File: src/rtl/noc_packet_injector_pkg.sv
`default_nettype none
// ============================================================================
//  Module      : noc_pkg
//  Description : Shared packet format for the injector and the splitter side.
//                A packet is {data[6:0], addr[3:0]}, data in the upper bits.
//  Revision    : 1.0  initial release
// ============================================================================
package noc_pkg;

    localparam int DATA_W = 7;
    localparam int ADDR_W = 4;
    localparam int PKT_W  = 11;

    typedef struct packed {
        logic [DATA_W-1:0] data;
        logic [ADDR_W-1:0] addr;
    } noc_pkt_t;

    // Build a packet from its payload and destination fields
    function automatic noc_pkt_t pack_pkt(input logic [DATA_W-1:0] data,
                                          input logic [ADDR_W-1:0] addr);
        noc_pkt_t p;
        p.data = data;
        p.addr = addr;
        return p;
    endfunction

endpackage : noc_pkg
`default_nettype wire

File: src/rtl/noc_packet_injector_if.sv
`default_nettype none
// ============================================================================
//  Module      : noc_packet_injector_if
//  Description : Request side (in_*) and packet side (pkt_*) handshakes of the
//                packet injector. master = local logic / downstream sink,
//                slave = the injector itself.
//  Revision    : 1.0  initial release
// ============================================================================
interface noc_packet_injector_if;

    logic                       in_valid;
    logic                       in_ready;
    logic [noc_pkg::DATA_W-1:0] in_data;
    logic [noc_pkg::ADDR_W-1:0] in_addr;
    logic                       pkt_valid;
    logic                       pkt_ready;
    logic [noc_pkg::PKT_W-1:0]  pkt_data;

    modport master (
        output in_valid, in_data, in_addr, pkt_ready,
        input  in_ready, pkt_valid, pkt_data
    );

    modport slave (
        input  in_valid, in_data, in_addr, pkt_ready,
        output in_ready, pkt_valid, pkt_data
    );

endinterface : noc_packet_injector_if
`default_nettype wire

File: src/rtl/noc_packet_injector_fifo.sv
`default_nettype none
// ============================================================================
//  Module      : inj_fifo
//  Description : Packet buffer with wrap-bit pointers. Read data comes straight
//                from storage and is forced to zero while the buffer is empty.
//  Revision    : 1.0  initial release
// ============================================================================
module inj_fifo #(
    parameter int WIDTH = 11,
    parameter int DEPTH = 4
) (
    input  wire logic             clk,
    input  wire logic             rst_n,
    input  wire logic             push,
    input  wire logic [WIDTH-1:0] wdata,
    input  wire logic             pop,
    output logic      [WIDTH-1:0] rdata,
    output logic                  full,
    output logic                  empty
);

    localparam int c_aw = (DEPTH > 1) ? $clog2(DEPTH) : 1;
    localparam logic [c_aw:0] c_ptr_one = (c_aw+1)'(1);

    logic [c_aw:0]      wr_ptr_q, wr_ptr_d;
    logic [c_aw:0]      rd_ptr_q, rd_ptr_d;
    logic [WIDTH-1:0]   mem_q [DEPTH];
    logic [WIDTH-1:0]   mem_d [DEPTH];
    logic               do_push;
    logic               do_pop;

    assign full    = (wr_ptr_q[c_aw] != rd_ptr_q[c_aw]) &&
                     (wr_ptr_q[c_aw-1:0] == rd_ptr_q[c_aw-1:0]);
    assign empty   = (wr_ptr_q == rd_ptr_q);
    assign do_push = push && !full;
    assign do_pop  = pop && !empty;
    assign rdata   = empty ? '0 : mem_q[rd_ptr_q[c_aw-1:0]];

    // Next pointers and storage contents
    always_comb begin
        wr_ptr_d = wr_ptr_q;
        rd_ptr_d = rd_ptr_q;
        for (int i = 0; i < DEPTH; i++) begin
            mem_d[i] = mem_q[i];
        end
        if (do_push) begin
            wr_ptr_d                      = wr_ptr_q + c_ptr_one;
            mem_d[wr_ptr_q[c_aw-1:0]]     = wdata;
        end
        if (do_pop) begin
            rd_ptr_d = rd_ptr_q + c_ptr_one;
        end
    end

    // Pointer registers; reset empties the buffer
    always_ff @(posedge clk or negedge rst_n) begin
        if (!rst_n) begin
            wr_ptr_q <= '0;
            rd_ptr_q <= '0;
        end else begin
            wr_ptr_q <= wr_ptr_d;
            rd_ptr_q <= rd_ptr_d;
        end
    end

    // Storage needs no reset: it is only visible through a non-empty pointer pair
    always_ff @(posedge clk) begin
        mem_q <= mem_d;
    end

endmodule : inj_fifo
`default_nettype wire

File: src/rtl/noc_packet_injector.sv
`default_nettype none
// ============================================================================
//  Module      : noc_packet_injector
//  Description : Packs (data, addr) requests into 11-bit packets, drops and
//                flags out-of-range destinations, buffers the rest and offers
//                them on a valid/ready port.
//                Optional macro INJ_STATS_EN adds the saturating pkt_count port.
//  Revision    : 1.0  initial release
// ============================================================================
module noc_packet_injector
    import noc_pkg::*;
#(
    parameter int DEPTH     = 4,
    parameter int NUM_NODES = 16
) (
    input  wire logic              clk,
    input  wire logic              rst_n,
    noc_packet_injector_if.slave   bus,
`ifdef INJ_STATS_EN
    output logic [15:0]            pkt_count,
`endif
    output logic                   err_bad_addr
);

    localparam logic [ADDR_W:0] c_num_nodes = (ADDR_W+1)'(NUM_NODES);

    noc_pkt_t   pkt_w;
    logic       addr_ok_w;
    logic       in_hs_w;
    logic       fifo_push_w;
    logic       fifo_pop_w;
    logic       fifo_full_w;
    logic       fifo_empty_w;
    logic       err_q, err_d;

    assign pkt_w        = pack_pkt(bus.in_data, bus.in_addr);
    assign addr_ok_w    = ({1'b0, bus.in_addr} < c_num_nodes);
    // No pass-through: a full buffer refuses even if a pop happens this cycle
    assign bus.in_ready = rst_n && !fifo_full_w;
    assign in_hs_w      = bus.in_valid && bus.in_ready;
    assign fifo_push_w  = in_hs_w && addr_ok_w;
    assign bus.pkt_valid = !fifo_empty_w;
    assign fifo_pop_w   = !fifo_empty_w && bus.pkt_ready;
    assign err_bad_addr = err_q;

    inj_fifo #(
        .WIDTH (PKT_W),
        .DEPTH (DEPTH)
    ) u_fifo (
        .clk   (clk),
        .rst_n (rst_n),
        .push  (fifo_push_w),
        .wdata (pkt_w),
        .pop   (fifo_pop_w),
        .rdata (bus.pkt_data),
        .full  (fifo_full_w),
        .empty (fifo_empty_w)
    );

    // Sticky flag: set by any accepted request with a bad destination
    always_comb begin
        err_d = err_q | (in_hs_w && !addr_ok_w);
    end

    // Error flag register
    always_ff @(posedge clk or negedge rst_n) begin
        if (!rst_n) begin
            err_q <= 1'b0;
        end else begin
            err_q <= err_d;
        end
    end

`ifdef INJ_STATS_EN
    logic [15:0] pkt_count_q, pkt_count_d;

    // Count delivered packets, saturating at all-ones
    always_comb begin
        pkt_count_d = pkt_count_q;
        if (fifo_pop_w && (pkt_count_q != 16'hFFFF)) begin
            pkt_count_d = pkt_count_q + 16'd1;
        end
    end

    // Packet counter register
    always_ff @(posedge clk or negedge rst_n) begin
        if (!rst_n) begin
            pkt_count_q <= '0;
        end else begin
            pkt_count_q <= pkt_count_d;
        end
    end

    assign pkt_count = pkt_count_q;
`endif

endmodule : noc_packet_injector
`default_nettype wire

File: src/flat_wrapper.sv
// flat-port wrapper written by rule: the top's interface ports become plain ports
module noc_packet_injector_flat import noc_pkg::*;
#(
    parameter int DEPTH     = 4,
    parameter int NUM_NODES = 16
)
  (clk, rst_n, err_bad_addr, bus_in_valid, bus_in_data, bus_in_addr, bus_pkt_ready, bus_in_ready, bus_pkt_valid, bus_pkt_data);
  noc_packet_injector_if bus_i ();
  input  wire logic clk;
  input  wire logic rst_n;
  output logic err_bad_addr;
  input wire logic [$bits(bus_i.in_valid)-1:0] bus_in_valid;
  input wire logic [$bits(bus_i.in_data)-1:0] bus_in_data;
  input wire logic [$bits(bus_i.in_addr)-1:0] bus_in_addr;
  input wire logic [$bits(bus_i.pkt_ready)-1:0] bus_pkt_ready;
  output wire logic [$bits(bus_i.in_ready)-1:0] bus_in_ready;
  output wire logic [$bits(bus_i.pkt_valid)-1:0] bus_pkt_valid;
  output wire logic [$bits(bus_i.pkt_data)-1:0] bus_pkt_data;
  assign bus_i.in_valid = bus_in_valid;
  assign bus_i.in_data = bus_in_data;
  assign bus_i.in_addr = bus_in_addr;
  assign bus_i.pkt_ready = bus_pkt_ready;
  assign bus_in_ready = bus_i.in_ready;
  assign bus_pkt_valid = bus_i.pkt_valid;
  assign bus_pkt_data = bus_i.pkt_data;
  noc_packet_injector #(.DEPTH(DEPTH), .NUM_NODES(NUM_NODES)) u_core (.clk(clk), .rst_n(rst_n), .bus(bus_i), .err_bad_addr(err_bad_addr));
endmodule
File: config.mk
export PLATFORM = sky130hd
export DESIGN_NAME = noc_packet_injector_flat
export DESIGN_NICKNAME = d
export VERILOG_FILES = /design/src/rtl/noc_packet_injector_pkg.sv /design/src/rtl/noc_packet_injector_if.sv /design/src/rtl/noc_packet_injector_fifo.sv /design/src/rtl/noc_packet_injector.sv /design/src/flat_wrapper.sv
export SDC_FILE = /design/constraint.sdc
export NUM_CORES = 1
export LEC_CHECK = 0
export CAP_MARGIN = 20
export CORE_MARGIN = 3
export CORE_UTILIZATION = 48
export DETAILED_ROUTE_END_ITERATION = 12
export GPL_ROUTABILITY_DRIVEN = 0
export PLACE_DENSITY_LB_ADDON = 0.3
export SYNTH_ARGS = -nofsm -noshare
export SYNTH_HDL_FRONTEND = slang
export SYNTH_SLANG_ARGS = --single-unit
File: constraint.sdc
create_clock -name clk -period 3.2 [get_ports clk]
set_input_delay 0.8 -clock clk [delete_from_list [all_inputs] [get_ports clk]]
set_output_delay 0.8 -clock clk [all_outputs]
set_load 0.01 [all_outputs]
==> results of run 1 <==
==> layout make-up <==
cell class / instances / area (sq um)
inverters: 3 / 11.3
clock buffers: 5 / 68.8
flip-flops and latches: 50 / 1470
clock inverters: 3 / 16.3
repair buffers: 38 / 353
multi-input cells: 54 / 594
fillers: 316 / 1540
well taps: 50 / 62.6
==> sequential cells by signal, summed over array words and instances (netlist names) <==
| register | cells |
|---|---|
| u_core.u_fifo.mem_q | 44 |
| u_core.u_fifo.rd_ptr_q | 3 |
| u_core.u_fifo.wr_ptr_q | 3 |
==> tightest hold or removal path: stages, from the launching register on <==
cell and delay (ns):
dfrtp_1 0.41, nand2_1 0.07, o31ai_1 0.05
==> cells in the mapped netlist, types with 2 or more instances <==
master	number	share of area (%)
inv_1	2	0.35
nor2b_1	12	3.5
mux4_2	11	12
ha_1	5	3.0
and3_1	2	0.59
and2_1	3	0.89
edfxtp_1	44	62
xnor2_1	5	2.1
nand2_1	2	0.35
buf_4	2	0.71
buf_2	3	0.71
xor2_1	2	0.83
dfrtp_1	6	7.1
==> power breakdown <==
| group | internal, W | total (W) | switching [W] |
|---|---|---|---|
| Clock | 0.000150 | 0.000341 | 0.000191 |
| Sequential | 0.000822 | 0.000904 | 0.0000823 |
| Combinational | 0.000605 | 0.00109 | 0.000488 |
==> how the worst max path moves through the flow <==
stage | start | to | cells past startpoint
2_1_floorplan | u_core.u_fifo.rd_ptr_q[0] | bus_pkt_data[10] | 4
3_3_place_gp | rst_n | bus_in_ready | 3
3_5_place_dp | rst_n | bus_in_ready | 3
4_1_cts | u_core.u_fifo.rd_ptr_q[1] | bus_pkt_data[0] | 5
5_1_grt | u_core.u_fifo.rd_ptr_q[1] | bus_pkt_data[0] | 5
6_report | u_core.u_fifo.rd_ptr_q[1] | bus_pkt_data[1] | 5
==> routing by layer <==
| layer | share of wire, % | up-vias | track usage [%] |
|---|---|---|---|
| met3 | 4.6 | 5 | 4.02 |
| met2 | 54 | 23 | 27.4 |
| met1 | 40 | 527 | 17.4 |
| met5 | 0 | - | 0 |
| met4 | 1.5 | 0 | 7.38 |
| li1 | - | 501 | - |
==> kinds of logic after synthesis <==
kind of cell    Yosys count  synth area share [%]
flops                    50                  69.5
simple gates             22                  6.02
mux                      13                  12.9
buf+inv                   9                  2.48
xor+xnor                  8                  3.66
fa+ha+maj                 5                  2.95
compound gates            5                  2.30
other cells               1                 0.177
==> per-stage QoR <==
stage	instance area, sq um	hold slack, ns	power [W]	setup slack, ns
after floorplan	2120	0.504	0.00156	1.11
after global placement	2490	0.536	0.00199	0.463
after detailed placement	2490	0.548	0.00203	0.447
after CTS	2580	0.569	0.00238	0.214
after global routing	2580	0.598	0.00250	0.0656
final	2580	0.564	0.00234	0.249
==> results.md, run 1 <==
- The finished layout holds 203 standard cells, fillers aside.
- The sort of element at the end of the critical path is a primary output.
- The number of ports placed on the die boundary is 29.
- Entering global routing, the biggest net connects 16 pins.
- The worst register-to-register path begins at u_core.u_fifo.rd_ptr_q[1].
- At the worst endpoint, the arrival time is 2.15 ns.
- The worst hold path stage count is 2.
- The critical path goes through xor2_1 > nor3_1 > buf_4 > nor2b_1 > clkdlybuf4s50_1.
- The region available for standard cell placement spans 4120 sq um.
- The average routed wire per standard cell is 17.6 um.
- The required time reported for the critical path endpoint is 2.40 ns.
- For this run, the register share of the synthesized area comes to 69.5%.
- Each instance of the synthesized netlist takes up on average 18.7 sq um.
- The number of DRC markers in iteration 0 is 49.
- When the netlist entered floorplanning its net count stood at 133.
- Using the TritonRoute via totals, the vias-per-cell ratio works out to 5.20.
- The final-report setup violation count is 0.
- The number of antenna diodes in the final layout is 0.
- The clock passes through at most 2 buffers.
- Across all register-to-register paths, the minimum setup slack is 1.20 ns.
- In this run the core area contains 23 standard-cell rows.
- In the global route stage, overall resource usage came out at 15.5%.
- For this block, the routed nets add up to 3570 um of wire.
- The kind of start point of the critical path is a flop.
- Leaving out fill and tap cells, the most frequent cells in the layout are edfxtp_1, clkdlybuf4s50_1, nor2b_1, mux4_2, buf_4.
- The first global-routing pass estimated 5830 um of wire.
- Clock latency on the worst-skew pair, taken at its later pin, is 0.29 ns.
- The number of detailed-route iterations in the first pass is 4.
- Counting the buffers created by CTS gives 5.
- The slowest stage of the critical path belongs to the cell dfrtp_1.
- In this run the horizontal extent of the chip is 72.4 um.
- Static timing analysis puts the maximum clock frequency at 339 MHz.
- The tree built by TritonCTS fans out to 50 sinks.
- The number of warnings reported in the yosys synthesis log is 0.
- The via count of the first global-routing pass is 1,146.
- The path class of the lowest-slack min-delay path is flop to flop.
- The maximum resistive drop on vdd is 0.385 mV.
- In the finished design, the share of the clock period the worst path needs comes to 92.2%.
- Once detail routing completed, the nets flagged for antenna violations numbered 0.
- The total number of vias is 1,056.
- The post-route clock skew is 0.00399 ns.
- Post-CTS timing repair inserted 0 buffers for setup.
- After detailed routing, the number of remaining DRC violations is 0.
- Relative to the synthesized area, the layout overhead comes to 21.7%.
- After clock tree synthesis, the flow added hold-fix buffers numbering 0.
- The static power due to leakage is 0.906 nW.
- TritonCTS built the clock tree.
- The origin of the worst min-delay path is u_core.u_fifo.wr_ptr_q[2].
- The power per cell area is 907 nW/um^2.
- CTS placed an instance of clkbuf_8 at the clock tree root.
- Together, buffers and inverters on the worst path number 2.
- The synthesized instance count is 113.
- The number of buffer cells added on primary ports is 27.
- The number of pins exceeding their max-slew limit in the final report is 0.
- The floorplan step set the die height to 72.4 um.
- The utilization after layout is 62.6%.
- The effective utilization at floorplan is 51.5%.
- Of all nets on the critical path, the largest fanout is 12.
- Max-cap violations in this run came to 0.
- The library cell used most frequently in the layout, excluding fill and tap cells, is edfxtp_1.
- Setup repair after global routing left no endpoint under its margin.
- Summed over all layers, the global routing overflow is 0.
- The setup total negative slack is 0 ns.
- The category of the critical setup timing path is flop to primary output.
- The synthesized cell area is 2120 sq um.
- The H-tree depth reported by CTS is 2.
- The synthesized design contains 44 enable-type register cells.
- The placed wire-length estimate is 2530 um.
- The flow ran to the end, and the final reports show no timing, DRC or antenna violations.
- Counting flops and latches in the post-synthesis netlist gives 50.
- Yosys mapped the design onto 27 distinct sky130hd cell types.
- The post-route minimum period is 2.95 ns.
- The most used flip-flop cell after synthesis is edfxtp_1.
- Cells with a size suffix above 1 make up 22.2% of the layout.
- The number of instances resized during post-cts repair is 0.
- The total count of hold-check failures in the final report is 0.
- Measured in cells, the most critical reg-to-reg path has a length of 4.
- The family with the most delay on the worst path is buffers and inverters.
- The worst min-delay path endpoint is u_core.u_fifo.wr_ptr_q[2].
- The number of antenna violations at the first check in global routing is 0.
- Once placement completed, the tool counted placed cells totaling 195.
- The transition time at the pin with the least slew margin is 0.530 ns.
- The area of the die is 5250 sq um.
- The worst register-to-register path ends at u_core.u_fifo.mem_q[9].
- In the final design database the tool counted 172 nets.
- The max-slew headroom at the worst pin is 64.5%.
- After synthesis, the share of flip-flops with an asynchronous set or reset is 12.0%.
- The clock transition at the register clock pins on the worst setup and hold paths after CTS is 0.08 ns.
- On the worst path, the slowest cell contributes a delay of 0.59 ns.
No activity file was read; power rests on OpenSTA's default activity.
==> inputs of run 2 (changes only) <==
--- a/config.mk
+++ b/config.mk
@@ -7,10 +7,12 @@
 export LEC_CHECK = 0
 export CAP_MARGIN = 20
 export CORE_MARGIN = 3
-export CORE_UTILIZATION = 48
+export CORE_UTILIZATION = 58
+export CTS_CLUSTER_DIAMETER = 80
 export DETAILED_ROUTE_END_ITERATION = 12
 export GPL_ROUTABILITY_DRIVEN = 0
 export PLACE_DENSITY_LB_ADDON = 0.3
+export SKIP_CTS_REPAIR_TIMING = 1
 export SYNTH_ARGS = -nofsm -noshare
 export SYNTH_HDL_FRONTEND = slang
 export SYNTH_SLANG_ARGS = --single-unit
==> run 2 against run 1 <==
Effect of this change: highest routed layer unchanged; die area shrank 16%; register-to-register slack lost 0.02 ns; sequential cell count unchanged; maximum frequency fell by 1.5%; largest power group unchanged; global-route usage increased by 3.6 points; critical endpoint is now bus_pkt_data[3]; critical path type unchanged; combinational power rose by 4%; via count up 1.2%; count of clock-buffer cells in the layout stayed put.
==> results.md, run 2 (synthesized netlist as in run 1, its figures left out) <==
- The layout cell share with drive strength beyond 1 is 22.4% (+0.15 points).
- The effective utilization at floorplan came to 62.0% (+11 points).
- The area of all placed cells without fillers is 2570 sq um (-0.24%).
- The placed wire-length estimate came to 2540 um (+0.57%).
- The H-tree depth reported by CTS is 2 (unchanged).
- The buffer levels on the longest clock path is 2 (unchanged).
- The filler cell count is 209 (-34%).
- The die extent in x is 66.4 um (-8.3%).
- The top register by number of flip-flops is u_core.u_fifo.mem_q.
- The post-route minimum period came to 3.00 ns (+0.0452 ns).
- Setup repair after global routing left no endpoint under its margin.
- The number of max-cap violations came to 0 (unchanged).
- The total count of hold-check failures in the final report is 0 (unchanged).
- The number of DRC markers in iteration 0 is 50 (+2.0%).
- The core area is 3420 sq um (-17%).
- The global-route congestion overflow total is 0 (unchanged).
- The final-report setup violation count is 0 (unchanged).
- In the layout the commonest cells are edfxtp_1, clkdlybuf4s50_1, nor2b_1, mux4_2, buf_4.
- The antenna diode instance count is 0 (unchanged).
- The final critical-path share of the clock period was 93.6% (+1.4 points).
- The run finished with clean final reports.
- The worst path arrival time is 2.20 ns (+0.05 ns).
- The wire length reported by the detailed router came to 3560 um (-0.42%).
- The largest registers in the layout are u_core.u_fifo.mem_q x44, u_core.u_fifo.rd_ptr_q x3, u_core.u_fifo.wr_ptr_q x3.
- The global-route usage over all layers is 19.1% (+3.6 points).
- The number of buffer cells added on primary ports is 27 (unchanged).
- The area of the die is 4410 sq um (-16%).
- The wire length of the first global-routing pass is 5890 um (+1.1%).
- The static power due to leakage was 0.905 nW (about the same).
- The via density per instance is 5.40 (+3.8%).
- The clock buffer count from CTS was 5 (unchanged).
- The clock transition at the register clock pins on the worst setup and hold paths after CTS was 0.15 ns (+0.07 ns).
- The count of antenna-violating nets left after detailed routing is 0 (unchanged).
- The critical path in this run is classified as flop to primary output.
- The clock sink count came to 50 (unchanged).
- The DRC violations left is 0 (unchanged).
- The achievable clock frequency is 334 MHz (-1.5%).
- The number of ports placed on the die boundary came to 29 (unchanged).
- Traced cell by cell, the critical path runs through buf_6 > xor2_2 > nor3_1 > buf_4 > nor2b_1 > clkdlybuf4s50_1.
- The chip height was 66.4 um (-8.3%).
- The insertion delay to the later sink of the worst-skew pair is 0.37 ns (+0.08 ns).
- The number of pins exceeding their max-slew limit in the final report is 0 (unchanged).
- The number of antenna violations at the first check in global routing is 0 (unchanged).
- The number of detailed-route iterations in the first pass is 4 (unchanged).
- In this run the clock root is driven by a clkbuf_4.
- The stage delay of the slowest cell on the critical path is 0.56 ns (-0.03 ns).
- The setup total negative slack is 0 ns (unchanged).
- The power per cell area is 925 nW/um^2 (+2.0%).
- The maximum resistive drop on vdd is 0.542 mV (+41%).
- The cell at the slowest stage of the critical path is clkdlybuf4s50_1.
- The required time reported for the critical path endpoint is 2.40 ns (about the same).
- Relative to the synthesized area, the layout overhead comes to 21.4%.
- The number of flip-flops under the largest register name is 44 (unchanged).
- The path class of the lowest-slack min-delay path is flop to flop.
- The total number of vias was 1,069 (+1.2%).
- The row count is 21 (-8.7%).
- The maximum number of pins on one net before global-route repair came to 17 (+1).
- TritonCTS built the clock tree.
- STA classifies the critical path endpoint as a primary output.
- The post-route clock skew is 0.0234 ns (+0.0194 ns).
- The via count of the first global-routing pass came to 1,198 (+4.5%).
- The kind of start point of the critical path is a flop.
- The instance area after placement is 2480 sq um (-0.50%).
- The number of nets in the layout is 171 (-0.58%).
- The largest driver fanout on the critical path is 15 (+3).
- The average routed wire per standard cell was 18.0 um (+2.1%).
- Leaving out fill and tap cells, the most frequent cell in the layout is edfxtp_1.
## run 2: critical path: cells and delay by family, from the launching register on
kind / cells / cell delay (ns)
xor gates and xnor gates: 1 / 0.23
buffers and inverters: 3 / 0.97
DFF: 1 / 0.39
and+or+nand+nor: 2 / 0.24
## run 2: routing by layer
layer	share of wire [%]	up-vias	global-route usage, %
li1	-	503	-
met1	39	527	22.4
met2	54	32	33.2
met3	4.9	7	4.25
met4	1.5	0	8.88
met5	0	-	0
## run 2: cell type report
type	count	area [sq um]	area share, %
inverters	3	11.3	0.438
well taps	46	57.6	2.24
multi-input cells	54	602	23.4
repair buffers	37	349	13.6
clock buffers	5	37.5	1.46
clock inverters	3	42.5	1.65
flip-flops and latches	50	1470	57.2
## run 2: worst paths after layout
kind / startpoint / endpoint / slack, ns / depth (start not counted)
max in group asynchronous: rst_n / u_core.u_fifo.rd_ptr_q[1] / 2.35 / 2
hold reg to reg: u_core.u_fifo.rd_ptr_q[2] / u_core.u_fifo.rd_ptr_q[2] / 0.58 / 1
min in group asynchronous: rst_n / u_core.u_fifo.rd_ptr_q[0] / 0.70 / 2
hold / removal: u_core.u_fifo.rd_ptr_q[2] / u_core.u_fifo.rd_ptr_q[2] / 0.58 / 1
setup / recovery: u_core.u_fifo.rd_ptr_q[0] / bus_pkt_data[3] / 0.20 / 6
setup reg to reg: u_core.u_fifo.rd_ptr_q[0] / u_core.u_fifo.mem_q[22] / 1.18 / 5
## run 2: power by group
| part | internal, W | total [W] | switching, W |
|---|---|---|---|
| combinational | 0.000613 | 0.00113 | 0.000515 |
| clock | 0.000165 | 0.000360 | 0.000195 |
| sequential | 0.000822 | 0.000891 | 0.0000687 |
| total | 0.00160 | 0.00238 | 0.000779 |
## run 2: metrics by stage
step                      hold slack (ns)  power (W)  setup slack, ns  std cells  util, %
final                               0.579    0.00238            0.204        198     75.3
after floorplan                     0.504    0.00156             1.11        113        -
after CTS                           0.579    0.00238           0.0430        198     74.9
after global routing                0.607    0.00253           0.0450        198     75.3
after global placement              0.528    0.00199            0.469        190     72.6
after detailed placement            0.546    0.00203            0.439        190     72.6
==> edit, RTL diff (config.mk and constraints of run 1) <==
`DEPTH` is set to 4 in 3 places; all go to 2.
--- a/src/rtl/noc_packet_injector_fifo.sv
+++ b/src/rtl/noc_packet_injector_fifo.sv
@@ -9,3 +9,3 @@
     parameter int WIDTH = 11,
-    parameter int DEPTH = 4
+    parameter int DEPTH = 2
 ) (
--- a/src/rtl/noc_packet_injector.sv
+++ b/src/rtl/noc_packet_injector.sv
@@ -12,3 +12,3 @@
 #(
-    parameter int DEPTH     = 4,
+    parameter int DEPTH     = 2,
     parameter int NUM_NODES = 16
--- a/src/flat_wrapper.sv
+++ b/src/flat_wrapper.sv
@@ -3,3 +3,3 @@
 #(
-    parameter int DEPTH     = 4,
+    parameter int DEPTH     = 2,
     parameter int NUM_NODES = 16
Formal check against the unedited RTL: not equivalent (Yosys sat finds a counterexample within 4 cycles, from zero or initial values and one cycle with rst_n low).
==> edit against run 1 <==
- synthesized cell count fell by 19%
- cell count down 25%
- cell area is 40% lower
- sequential cell count decreased by 24
- via count shrank 20%
- setup slack improved by 0.10 ns
- critical path depth down 2
- routed wire length decreased by 37%
- count of clock-buffer cells in the layout decreased by 2
- worst hold slack gained 0.044 ns
- total power decreased by 37%
- synthesized area down 44%
==> edit: results (changes against run 1) <==
Critical path
The critical path endpoint is bus_pkt_data[5] (was bus_pkt_data[1]). The reg-to-reg startpoint is u_core.u_fifo.rd_ptr_q[0]$_DFFE_PN0P_ (was u_core.u_fifo.rd_ptr_q[1]$_DFFE_PN0P_). The arrival time of the worst setup path is 2.05 ns (was 2.15 ns).

The launch point of the critical path is u_core.u_fifo.wr_ptr_q[0]$_DFFE_PN0P_ (was u_core.u_fifo.rd_ptr_q[1]$_DFFE_PN0P_). The highest fanout seen on the critical path was 19 (was 12). The count of cells along the worst register-to-register path is 5 (was 4). The delay of the slowest cell on the worst path is 0.74 ns (was 0.59 ns). The slack of the worst reg-to-reg path came to 1.34 ns (was 1.20 ns).

Logic synthesis
The register area share after synthesis is 64.2% (was 69.5%). The fraction of registers with async set or reset after synthesis came to 15.4% (was 12.0%). The share of synthesized cell area in full adder, half adder and majority cells was 0% (was 2.95%).

The flip-flop and latch count after synthesis is 26 (was 50). The number of flops mapped to enable cells by yosys was 22 (was 44). Dominant cells by area after synthesis: sky130_fd_sc_hd__edfxtp_1, sky130_fd_sc_hd__o22ai_2, sky130_fd_sc_hd__dfrtp_1 (was sky130_fd_sc_hd__edfxtp_1, sky130_fd_sc_hd__mux4_2, sky130_fd_sc_hd__dfrtp_1). The number of distinct standard cells referenced by the synthesized netlist came to 26 (was 27).

The synthesized netlist net count is 107 (was 133). The complex-gate fraction of the synthesized area is 19.2% (was 2.30%).

Status
Result of the run: finished clean (unchanged).

Clock network
The number of levels in the clock H-tree is 1 (was 2). The root cell of the clock tree is sky130_fd_sc_hd__clkbuf_4 (was sky130_fd_sc_hd__clkbuf_8). The clock buffer count from CTS was 3 (was 5). The clock input transition at the sequential cells of the worst setup and hold paths was 0.13 ns (was 0.08 ns).

Detailed routing
The total via count in the routed design is 842 (was 1056). The total length of routed wires is 2.24 mm (was 3.57 mm).

Worst hold path
The worst min-delay path endpoint was u_core.u_fifo.wr_ptr_q[1]$_DFFE_PN0P_ (was u_core.u_fifo.wr_ptr_q[2]$_DFFE_PN0P_).

Global routing
The largest net degree at the start of global routing is 20 (was 16). The total global routing track utilization is 16.0% (was 15.5%). The number of global-route vias before repair was 900 (was 1146).

Power and ir drop
The leakage power summed over all cells is 0.543 nW (was 0.906 nW). The worst vdd rail ir drop is 0.653 mV (was 0.385 mV). The design internal power is 912 uW (was 1.58 mW).

STA
The final setup skew came to 0.0103 ns (was 0.00399 ns). The actual slew at the worst max-slew pin is 0.592 ns (was 0.530 ns).

Finish
The total number of nets in the final design came to 140 (was 172). The share of cells above drive strength 1 is 19.4% (was 22.2%). Top flop regs: u_core.u_fifo.mem_q x22, u_core.u_fifo.rd_ptr_q x2, u_core.u_fifo.wr_ptr_q x2 (was u_core.u_fifo.mem_q x44, u_core.u_fifo.rd_ptr_q x3, u_core.u_fifo.wr_ptr_q x3).
## edit: cell types whose count changed after synthesis, sizes merged, moves of 5 or more
cell           run 1  this run
edfxtp            44        22
ha                 5         0
mux4              11         0
nand2              2        15
nor2b             12         0
o21ai              0        12
o22ai              0        11
## edit: layer usage
layer | wire length [microns] | part of all wire [%] | global-route usage, %
met2 | 1130 | 51 | 27.9
met1 | 982 | 44 | 19.8
met4 | 17 | 0.76 | 5.21
met3 | 109 | 4.9 | 3.25
met5 | 0 | 0 | 0
## edit: cell type report
class | instances | area [sq um]
timing repair buffer | 36 | 338
sequential | 26 | 761
tap | 28 | 35.0
fill | 189 | 741
clock inverter | 1 | 3.75
multi-input combinational | 58 | 375
clock buffer | 3 | 22.5
## edit: power by group through the flow
stage	Sequential [mW]	Clock, mW	Combinational (mW)
after detailed placement	0.527	0	0.835
final	0.518	0.130	0.826
after global routing	0.531	0.160	0.899
after global placement	0.520	0	0.816
after floorplan	0.470	0	0.533
after CTS	0.519	0.138	0.838
## edit: metrics by stage
stage                     cell area (sq um)  utilization (%)  instances  hold slack, ns  setup slack [ns]
after floorplan                        1180                -         92           0.504              1.10
after global placement                 1510             66.3        148           0.558             0.412
after detailed placement               1510             66.3        148           0.585             0.346
after CTS                              1540             67.5        152           0.614             0.303
after global routing                   1540             67.5        152           0.674             0.194
final                                  1540             67.5        152           0.609             0.351
## edit: worst max-delay path: cells and delay by family (launching register included)
kind	cells	cell delay [ns]
AO/OA/AOI/OAI	1	0.12
buffers and inverters	1	0.50
flip-flops	1	0.74
AND/OR/NAND/NOR	1	0.38
